## config.mk

```make
export PLATFORM = sky130hd
export DESIGN_NAME = box_position_ctrl
export DESIGN_NICKNAME = d
export VERILOG_FILES = /design/src/rtl/vga_pkg.sv /design/src/rtl/axis_step.sv /design/src/rtl/box_position_ctrl.sv
export SDC_FILE = /design/constraint.sdc
export NUM_CORES = 1
export LEC_CHECK = 0
export ABC_AREA = 1
export CAP_MARGIN = 30
export CORE_MARGIN = 3
export CORE_UTILIZATION = 30
export CTS_CLUSTER_DIAMETER = 200
export DETAILED_ROUTE_END_ITERATION = 16
export PLACE_DENSITY = 0.53
export SETUP_SLACK_MARGIN = 0.02
export SLEW_MARGIN = 20
export SYNTH_ARGS = -nofsm -noshare
export SYNTH_HDL_FRONTEND = slang
export SYNTH_SLANG_ARGS = --single-unit
```

## constraint.sdc

```tcl
create_clock -name CLK -period 7.61 [get_ports CLK]
set_input_delay 1.522 -clock CLK [delete_from_list [all_inputs] [get_ports CLK]]
set_output_delay 1.522 -clock CLK [all_outputs]
set_load 0.01 [all_outputs]
```

## src/rtl/vga_pkg.sv

```systemverilog
// ============================================================================
// Module  : vga_pkg
// Purpose : Shared VGA screen constants, coordinate width and the
//           position-controller FSM encoding.
// Revision: 1.0 - initial release
// ============================================================================
`default_nettype none

package vga_pkg;

  localparam int SCREEN_W = 640;
  localparam int SCREEN_H = 480;
  localparam int COORD_W  = 10;
  localparam int STATE_W  = 2;

  localparam logic [1:0] S_ACTIVE = 2'd0;
  localparam logic [1:0] S_STEP   = 2'd1;
  localparam logic [1:0] S_HOLD   = 2'd2;

endpackage

`default_nettype wire

```

## src/rtl/axis_step.sv

```systemverilog
// ============================================================================
// Module  : axis_step
// Purpose : Next coordinate along one axis. Out-of-range moves clamp, or wrap
//           when BOX_POSITION_CTRL_WRAP_EN is defined.
// Revision: 1.0 - initial release
// ============================================================================
`default_nettype none

module axis_step
  import vga_pkg::*;
#(
  parameter int STEP = 2,
  parameter int LIM  = 576
) (
  input  logic [COORD_W-1:0] i_v,
  input  logic               i_dec,
  input  logic               i_inc,
  output logic [COORD_W-1:0] o_v_next,
  output logic               o_changed
);

`ifdef BOX_POSITION_CTRL_WRAP_EN
  localparam logic WRAP = 1'b1;
`else
  localparam logic WRAP = 1'b0;
`endif

  localparam logic [COORD_W:0] STEP_X = (COORD_W + 1)'(STEP);
  localparam logic [COORD_W:0] LIM_X  = (COORD_W + 1)'(LIM);

  logic [COORD_W:0] v_ext;
  logic [COORD_W:0] sum;
  logic [COORD_W:0] diff;
  logic [COORD_W:0] v_next_x;

  // One extra bit so that both underflow and overflow past LIM are visible.
  always_comb begin
    v_ext    = {1'b0, i_v};
    sum      = v_ext + STEP_X;
    diff     = v_ext - STEP_X;
    v_next_x = v_ext;
    if (i_dec) begin
      if (v_ext < STEP_X) v_next_x = WRAP ? LIM_X : '0;
      else                v_next_x = diff;
    end else if (i_inc) begin
      if (sum > LIM_X) v_next_x = WRAP ? '0 : LIM_X;
      else             v_next_x = sum;
    end
    o_v_next  = v_next_x[COORD_W-1:0];
    o_changed = (v_next_x != v_ext);
  end

endmodule

`default_nettype wire

```

## src/rtl/box_position_ctrl.sv

```systemverilog
// ============================================================================
// Module  : box_position_ctrl
// Purpose : Moves the on-screen rectangle by STEP once per FRAME_DIV vertical
//           blanks; BOX_POSITION_CTRL_WRAP_EN selects wrap instead of clamp.
// Revision: 1.0 - initial release
// ============================================================================
`default_nettype none

module box_position_ctrl #(
  parameter int SCREEN_W  = 640,
  parameter int SCREEN_H  = 480,
  parameter int BOX_W     = 64,
  parameter int BOX_H     = 64,
  parameter int STEP      = 2,
  parameter int FRAME_DIV = 1,
  parameter int INIT_X    = 288,
  parameter int INIT_Y    = 208
) (
  input  logic                        CLK,
  input  logic                        RST,
  input  logic                        up,
  input  logic                        down,
  input  logic                        left,
  input  logic                        right,
  input  logic                        vnotactive,
  output logic [vga_pkg::COORD_W-1:0] topX,
  output logic [vga_pkg::COORD_W-1:0] topY,
  output logic [vga_pkg::COORD_W-1:0] endX,
  output logic [vga_pkg::COORD_W-1:0] endY,
  output logic                        moved
);

  import vga_pkg::*;

  localparam int FCNT_W = (FRAME_DIV > 1) ? $clog2(FRAME_DIV) : 1;
  localparam logic [FCNT_W-1:0]  FCNT_LAST = FCNT_W'(FRAME_DIV - 1);
  localparam logic [COORD_W-1:0] X0        = COORD_W'(INIT_X);
  localparam logic [COORD_W-1:0] Y0        = COORD_W'(INIT_Y);
  localparam logic [COORD_W-1:0] BOX_W_M1  = COORD_W'(BOX_W - 1);
  localparam logic [COORD_W-1:0] BOX_H_M1  = COORD_W'(BOX_H - 1);

  // Button vector order: {up, down, left, right}; all active-low.
  logic [3:0]         btn_meta_q, btn_meta_d;
  logic [3:0]         btn_sync_q, btn_sync_d;
  logic               vna_q, vna_d;
  logic [STATE_W-1:0] state_q, state_d;
  logic [FCNT_W-1:0]  fcnt_q, fcnt_d;
  logic [COORD_W-1:0] x_q, x_d;
  logic [COORD_W-1:0] y_q, y_d;
  logic [COORD_W-1:0] end_x_q, end_x_d;
  logic [COORD_W-1:0] end_y_q, end_y_d;
  logic               moved_q, moved_d;

  logic               blank_start;
  logic [COORD_W-1:0] x_next, y_next;
  logic               x_chg, y_chg;

  assign blank_start = vnotactive & ~vna_q;

  axis_step #(
    .STEP (STEP),
    .LIM  (SCREEN_W - BOX_W)
  ) u_axis_x (
    .i_v       (x_q),
    .i_dec     (~btn_sync_q[1]),
    .i_inc     (~btn_sync_q[0]),
    .o_v_next  (x_next),
    .o_changed (x_chg)
  );

  axis_step #(
    .STEP (STEP),
    .LIM  (SCREEN_H - BOX_H)
  ) u_axis_y (
    .i_v       (y_q),
    .i_dec     (~btn_sync_q[3]),
    .i_inc     (~btn_sync_q[2]),
    .o_v_next  (y_next),
    .o_changed (y_chg)
  );

  always_comb begin
    btn_meta_d = {up, down, left, right};
    btn_sync_d = btn_meta_q;
    vna_d      = vnotactive;
    state_d    = state_q;
    fcnt_d     = fcnt_q;
    x_d        = x_q;
    y_d        = y_q;
    end_x_d    = end_x_q;
    end_y_d    = end_y_q;
    moved_d    = 1'b0;
    case (state_q)
      S_ACTIVE: begin
        if (blank_start) begin
          if (fcnt_q == FCNT_LAST) begin
            fcnt_d  = '0;
            state_d = S_STEP;
          end else begin
            fcnt_d  = fcnt_q + FCNT_W'(1);
            state_d = S_HOLD;
          end
        end
      end
      S_STEP: begin
        x_d     = x_next;
        y_d     = y_next;
        end_x_d = x_next + BOX_W_M1;
        end_y_d = y_next + BOX_H_M1;
        moved_d = x_chg | y_chg;
        state_d = S_HOLD;
      end
      S_HOLD: begin
        if (!vnotactive) state_d = S_ACTIVE;
      end
      default: state_d = S_ACTIVE;
    endcase
  end

  // vna_q resets high so a reset released mid-blank cannot trigger a step.
  always_ff @(posedge CLK or posedge RST) begin
    if (RST) begin
      btn_meta_q <= 4'hF;
      btn_sync_q <= 4'hF;
      vna_q      <= 1'b1;
      state_q    <= S_ACTIVE;
      fcnt_q     <= '0;
      x_q        <= X0;
      y_q        <= Y0;
      end_x_q    <= X0 + BOX_W_M1;
      end_y_q    <= Y0 + BOX_H_M1;
      moved_q    <= 1'b0;
    end else begin
      btn_meta_q <= btn_meta_d;
      btn_sync_q <= btn_sync_d;
      vna_q      <= vna_d;
      state_q    <= state_d;
      fcnt_q     <= fcnt_d;
      x_q        <= x_d;
      y_q        <= y_d;
      end_x_q    <= end_x_d;
      end_y_q    <= end_y_d;
      moved_q    <= moved_d;
    end
  end

  assign topX  = x_q;
  assign topY  = y_q;
  assign endX  = end_x_q;
  assign endY  = end_y_q;
  assign moved = moved_q;

endmodule

`default_nettype wire
```

# Word-level counts from Yosys, hierarchy flattened
# Index checks and enable logic that the tools add are counted.
# word_totals
in_bits,7
ff_bits,53
elab_cells,47
out_inout_bits,41
# op_classes
magnitude_cmp,4
eq_ne,6
n_reduce_logical,3
bitwise,3
muxes,14
add_sub_neg,7
# ops
op,n
11-bit 2-to-1 mux,8
10-bit by 2-bit adder with 11-bit output (second input constant),2
11-bit by 10-bit != test with 1-bit output,2
10-bit by 2-bit subtractor with 11-bit output (second input constant),2
10-bit by 6-bit adder with 10-bit output (second input constant),2
10-bit by 2-bit < comparator with 1-bit output (second input constant),2
11-bit by 10-bit > comparator with 1-bit output (second input constant),1
11-bit by 9-bit > comparator with 1-bit output (second input constant),1
2-bit 2-to-1 mux,3
2-bit case mux with 3 select lines,1
2-bit != test (second input constant),2
2-bit AND reduction,2
2-bit by 1-bit == test with 1-bit output (second input constant),1
2-bit == test (second input constant),1
2-bit zero test,1
1-bit 2-to-1 mux,2
1-bit adder (second input constant),1
1-bit AND,1
1-bit NOT,1
1-bit OR,1

# Longest topological paths before layout
# Gate-level depths: netlist of run 1.
# depth
depth_word,8
mapped_depth,21
mapped_depth_nobuf,21

# Modules after synthesis
# From an unflattened synthesis of run 1, not the netlist that was laid out.
# unflattened
hier_cells,651
hier_area_um2,4185.3
# modules_own_cells
module,instances,area_each_um2,cells_each,seq_area_each_um2
box_position_ctrl,1,2212.1,250,1333.8
axis_step (u_axis_x),1,1019.7,197,0.0
axis_step (u_axis_y),1,953.4,204,0.0

# Least setup slack after synthesis of run 1
# Ideal clock, no wire load.
# synth_path
path_kind,flip-flop to flip-flop
from,register y_q[1] (netlist: topY[1])
to,register end_y_q[8] (netlist: endY[8])
setup_slack_ns,5.137
t_arrival_ns,2.390
setup_time_ns,0.083
required_ns,7.527
period_less_slack_ns,2.473
n_path_buf,0
stages_incl_launch_ff,22
path_cell_list,dfrtp_1 inv_1 ha_1 inv_1 nand3_1 nor2_1 nand2_1 nand2_1 nand2_1 nand3_2 nand2_2 nand2_1 nand2_1 nor2_1 inv_1 ha_1 nand2_1 nor2_1 nand2_1 nand2_1 nand3_1 nand3_1
# synth_between
elab_chain_len,6
elab_cells_between_ends,9
classes_between,add/sub: 3; order compare: 2; mux: 4
# synth_rtl
item,line,rtl
from (decl),box_position_ctrl.sv:49,"logic [COORD_W-1:0] y_q, y_d;"
from (signal assigned),box_position_ctrl.sv:140,y_q <= y_d;
10-bit by 2-bit adder with 11-bit output,axis_step.sv:39,sum = v_ext + STEP_X;
11-bit by 9-bit > comparator with 1-bit output,axis_step.sv:46,if (sum > LIM_X) v_next_x = WRAP ? '0 : LIM_X;
11-bit 2-to-1 mux,axis_step.sv:46,
11-bit 2-to-1 mux,axis_step.sv:45,end else if (i_inc) begin
11-bit 2-to-1 mux (*),axis_step.sv:42,if (i_dec) begin
10-bit by 6-bit adder with 10-bit output (*),box_position_ctrl.sv:109,end_y_d = y_next + BOX_H_M1;
to (signal assigned),box_position_ctrl.sv:131,end_y_q <= Y0 + BOX_H_M1;
to (signal assigned),box_position_ctrl.sv:142,end_y_q <= end_y_d;
to (decl),box_position_ctrl.sv:51,"logic [COORD_W-1:0] end_y_q, end_y_d;"
# Every way passes the cells marked *; elsewhere a longest branch is shown, timed or not.
# A chain may end at the register's enable or synchronous reset.

# Worst setup path in the final report of run 1
# layout_path
from,register y_q[3] (netlist: topY[3])
to,output port topY[3] (netlist name)
# layout_rtl
item,line,rtl
to (decl),box_position_ctrl.sv:27,"output logic [vga_pkg::COORD_W-1:0] topY,"
# No word-level cell between the ends.

==> results of run 1 <==
registers in the layout, indices dropped and copies added, names as in the netlist:
name	flops
endY	10
topX	10
btn_meta_q	4
endX	10
vna_q	1
topY	10
btn_sync_q	4
moved	1
state_q	2
layout make-up:
class	instances	area (sq um)	share of cell area [%]
clock buffer	5	125	2.67
clock inverter	3	46.3	0.987
inverter	62	233	4.96
multi-input combinational	459	2240	47.8
sequential	52	1330	28.4
tap	172	215	4.59
timing repair buffer	50	493	10.5
power breakdown:
group	internal (uW)	switching, uW	leakage (uW)	total [uW]
Combinational	454	684	0.00145	1140
Sequential	409	161	0.000599	570
Clock	157	108	0.0000804	264
metal layers:
| layer | up-vias | global-route usage, % | share of wire, % | wire length, um |
|---|---|---|---|---|
| li1 | 1997 | - | - | - |
| met1 | 1829 | 21.6 | 46 | 5280 |
| met2 | 90 | 28.3 | 50 | 5680 |
| met3 | 7 | 1.92 | 3.4 | 387 |
| met4 | 0 | 3.90 | 0.85 | 97 |
| met5 | - | 0 | 0 | 0 |
cells in the final DEF, fill, tap and decap left out, drive strengths merged:
cell / n
a21boi: 2
a21oi: 33
a31oi: 7
buf: 3
bufinv: 1
clkbuf: 5
clkdlybuf4s50: 47
clkinvlp: 1
dfrtp: 26
dfstp: 26
ha: 5
inv: 63
nand2: 198
nand3: 70
nand3b: 1
nand4: 11
nor2: 74
nor3: 2
nor4: 1
o2111ai: 1
o211ai: 1
o21a: 1
o21ai: 40
o21bai: 2
o31ai: 2
or2: 1
xnor2: 1
xor2: 6
cell families after synthesis:
group / after synthesis / synth area share (%)
AND/OR/NAND/NOR: 358 / 41.1
XOR/XNOR: 7 / 1.56
flip-flops: 52 / 34.0
buffers and inverters: 86 / 8.81
adder cells (fa/ha/maj): 5 / 1.60
AO/OA/AOI/OAI: 89 / 12.9
path summary, 6_finish.rpt:
check,start,to,slack [ns]
worst min register to register,btn_meta_q[2]$_DFF_PP1_,btn_sync_q[2]$_DFF_PP1_,0.36
worst min-delay path,btn_meta_q[2]$_DFF_PP1_,btn_sync_q[2]$_DFF_PP1_,0.36
worst max register to register,topY[1]$_DFFE_PP0P_,endY[6]$_DFFE_PP0P_,4.76
min in group asynchronous,RST,topX[1]$_DFFE_PP0P_,1.74
worst max-delay path,topY[3]$_DFFE_PP0P_,topY[3],4.52
max in group asynchronous,RST,topY[8]$_DFFE_PP0P_,5.42
metrics by stage:
step                      power (uW)  util, %  cells  hold WS (ns)  instance area, sq um
after floorplan                 1310        -    597         0.345                  3920
after global placement          1710     35.5    795         0.346                  4520
after detailed placement        1720     35.5    795         0.348                  4520
after CTS                       1990     36.9    803         0.358                  4690
after global routing            2160     36.9    803         0.361                  4690
final                           1970     36.9    803         0.356                  4690
==> flow_summary.toml, run 1 <==
[status]
status = "finished clean"

[global_route]
grt_pass1_vias = 3801
grt_use_total_pct = 16.3
grt_pass1_wl_um = 19200
grt_max_degree = 53
antenna_found_initial = 0
grt_overflow = 0

[floorplanning]
initial_utilization_pct = 30.8
dieArea_sq_mm = 0.0145
die_y_um = 120
num_rows = 41
core-area_sq_mm = 0.0127
io_pins = 48
fp.dieW_um = 120

[logic_synthesis]
synth_flop_cell = "dfstp_2"
synth.net_count = 609
synth_cell_types = 36
synth-seq-cells = 52
async_flop_share_pct = 100
yosysMostFrequentCell = "nand2_1"
synth_area_leaders = "nand2_1, dfstp_2, dfrtp_1"
syn-mean-instance-area_sq_um = 6.57
synth_commonest_cells = "nand2_1, nor2_1, nand3_1, inv_1, o21ai_0"
yosysSeqAreaShare_pct = 34.0
yosysWarningCount = 0
netlist_area_sq_mm = 0.00392
yosysTopAreaCell = "nand2_1"
synth-edff-count = 0
synth_top_area_share_pct = 17.8
syn_inst = 597

[worst_setup_path]
cp_slowest_cell = "dfrtp_1"
r2r_cells = 20
cp-start-kind = "flop"
critPathBufInv = 1
worstPathRequired_ns = 6.09
cp.depth = 1
cp-end-kind = "primary output"
cp.arrival_ns = 1.57
crit_family = "flip-flops"
slowest_delay_ns = 0.64
setup.worst_path.class = "flop to primary output"
path_cells = "clkdlybuf4s50_1"
critPathMaxFanout = 11

[clock_network]
cts_made_buffers = 5
clock_path_buffers = 2
htreeDepth = 2
postCtsSetupRepairBufs = 0
clkTransAtPathRegs_ns = 0.07
cts_tree = "yes"
insertion_delay_ns = 0.30
cts_resized = 0
ctsHoldBuffers = 0
cts_root_buffer = "clkbuf_16"
cts_sinks = 52

[drt]
firstDrtPassIters = 5
ant_nets = 0
drc = 0
wl_per_cell_um = 14.2
drt-initial-drc-count = 233
num_vias = 3923
drt_wl_total_um = 11400
viasPerCell = 4.89

[power]
ir_worst_vdd_v = 0.000114
p_per_area_mw_per_mm2 = 421
p_leak_uw = 0.00213

[hold_path]
holdPathStages = 0
hold_class = "flop to flop"

[sta]
tightest_slew_ns = 0.690
slew-limit-headroom_pct = 54.0
skew_ns = 0.0111
min_period_ns = 3.09
max_freq_ghz = 0.324
rsz0062_at_grt = "no"
post-route-period-util_pct = 40.6
worst_slack_ns = 4.52
setup-violations-final = 0
slew_viol_final = 0
hold_violations = 0
finalSetupTns_ns = 0

[job]
drv_cap = 0

[finish]
final_nets = 642
drive_gt1_share_pct = 14.1
n_fill_cell = 1438
area_delta_synth_final_pct = 19.6
antennaDiodeCount = 0

[placement]
gp_congestion = 0.908
pre_cts_slack_ns = 4.78
io_buffer_count = 47
dp_hpwl_um = 8770
(Power assumes the default switching activity.)
==> inputs of run 2 (changes only) <==
--- a/config.mk
+++ b/config.mk
@@ -11,7 +11,7 @@
 export CORE_UTILIZATION = 30
 export CTS_CLUSTER_DIAMETER = 200
 export DETAILED_ROUTE_END_ITERATION = 16
-export PLACE_DENSITY = 0.53
+export PLACE_DENSITY = 0.55
 export SETUP_SLACK_MARGIN = 0.02
 export SLEW_MARGIN = 20
 export SYNTH_ARGS = -nofsm -noshare
==> constraint.sdc (replaced) <==
create_clock -name CLK -period 2.51 [get_ports CLK]
set_input_delay 0.502 -clock CLK [delete_from_list [all_inputs] [get_ports CLK]]
set_output_delay 0.502 -clock CLK [all_outputs]
set_load 0.01 [all_outputs]
==> run 2 against run 1 <==
  * Clock skew down 0.0061 ns
  * Clock power grew to 2.6 times the previous value
  * Critical path type is now flop to flop
  * Setup slack got worse by 4.4 ns
  * Final cell count increased by 7.0%
  * Sequential cell count unchanged
==> flow_summary.toml, run 2 (synthesized netlist as in run 1, its figures left out) <==
[global_route]
grt_overflow = 0
grt_pass1_vias = 3902
antenna_found_initial = 0
grt_max_degree = 53
grt_use_total_pct = 16.5
grt_pass1_wl_um = 19600

[sta]
holdWs_ns = 0.356
min_period_ns = 2.43
rsz0062_at_grt = "yes"
setup-violations-final = 0
hold_violations = 0
post-route-period-util_pct = 96.8
max_freq_ghz = 0.412
worst_slack_ns = 0.0814
slew-limit-headroom_pct = 56.1
tightest_slew_ns = 0.658
skew_ns = 0.00499
slew_viol_final = 0

[finish]
antennaDiodeCount = 0
drive_gt1_share_pct = 31.4
final_nets = 698
layout_commonest_cell = "nand2_1"
finalNonFillerCells = 859
area_delta_synth_final_pct = 39.2
finish.utilization_pct = 42.9
final_cell_mix = "nand2_1, nor2_1, nand3_1"

[floorplanning]
dieArea_sq_mm = 0.0145
die_y_um = 120
core-area_sq_mm = 0.0127
initial_utilization_pct = 30.8
num_rows = 41
fp.dieW_um = 120
io_pins = 48

[clock_network]
cts_root_buffer = "clkbuf_16"
insertion_delay_ns = 0.29
cts_sinks = 52
clkTransAtPathRegs_ns = 0.07
cts_tree = "yes"
htreeDepth = 2
cts_made_buffers = 5
ctsHoldBuffers = 0
clock_path_buffers = 2

[drt]
drc = 0
drt_wl_total_um = 12500
firstDrtPassIters = 5
wl_per_cell_um = 14.6
num_vias = 4240
drt-initial-drc-count = 241
ant_nets = 0
viasPerCell = 4.94

[worst_setup_path]
cp-end-kind = "flop"
setup.worst_path.class = "flop to flop"
worstPathRequired_ns = 2.74
critPathMaxFanout = 5
cp-start-kind = "flop"
cp.arrival_ns = 2.65

[power]
ir_worst_vdd_v = 0.000552
p_leak_uw = 0.00244
p_per_area_mw_per_mm2 = 1300

[status]
status = "finished clean"

[placement]
gp_congestion = 0.875
placed_cells = 833
pre_cts_slack_ns = -0.0541
dp_hpwl_um = 9140
io_buffer_count = 47

[job]
drv_cap = 0

[hold_path]
hold_class = "flop to flop"
==> run 2: area by class of cell <==
class / instances / area, sq um
Clock buffer: 6 / 129
Clock inverter: 2 / 16.3
Fill cell: 1368 / 7270
Inverter: 62 / 238
Multi-Input combinational cell: 459 / 2580
Sequential cell: 52 / 1340
Tap cell: 172 / 215
Timing Repair Buffer: 106 / 936
==> run 2: critical path: stages, from the launching register on <==
cell	delay, ns
dfstp_2	0.66
nand3_4	0.13
nor2_2	0.17
xor2_2	0.20
nand3_2	0.12
nand2_4	0.15
o21ai_2	0.07
nand2_1	0.09
buf_4	0.12
nand2_1	0.07
nor2_2	0.19
nand3_4	0.14
nand3_1	0.09
nand3_1	0.07
nand3_1	0.09
==> run 2: power breakdown <==
| part | switching, uW | total (uW) | leakage, uW | internal, uW |
|---|---|---|---|---|
| registers | 404 | 1660 | 0.000589 | 1250 |
| logic | 2640 | 4730 | 0.00178 | 2080 |
| clock network | 315 | 688 | 0.0000671 | 372 |
==> run 2: per-layer routing <==
metal / up-vias / wire length, um / GRT usage, %
li1: 2109 / - / -
met1: 1998 / 5530 / 22.3
met2: 119 / 6320 / 27.9
met3: 14 / 535 / 2.15
met4: 0 / 139 / 4.75
met5: - / 0 / 0
==> run 2: path summary, 6_finish.rpt <==
kind | startpoint | end | slack [ns] | cells after the start
max in group asynchronous | RST | topX[6]$_DFFE_PP0P_ | 1.33 | 3
min in group asynchronous | RST | topX[3]$_DFFE_PP0P_ | 0.70 | 3
hold / removal | btn_meta_q[0]$_DFF_PP1_ | btn_sync_q[0]$_DFF_PP1_ | 0.36 | 0
hold reg to reg | btn_meta_q[0]$_DFF_PP1_ | btn_sync_q[0]$_DFF_PP1_ | 0.36 | 0
setup reg to reg | topY[4]$_DFFE_PP1P_ | endY[9]$_DFFE_PP0P_ | 0.08 | 14
setup / recovery | topY[4]$_DFFE_PP1P_ | endY[9]$_DFFE_PP0P_ | 0.08 | 14
==> run 2: metrics by stage <==
stage	total power [uW]	setup TNS [ns]	area (sq um)
final	7070	0	5460
after global routing	7640	-0.493	5460
after CTS	6420	0	4980
after detailed placement	5640	-0.178	4800
after global placement	5610	-0.0358	4800
after floorplan	3980	0	3920
==> run 2: what timing repair did <==
action | CTS | global route
buffers inserted | 3 | 15
gates cloned | 0 | 0
pin swaps | 2 | 42
gates resized for setup | 5 | 105
endpoints found under the setup margin | 8 | 15
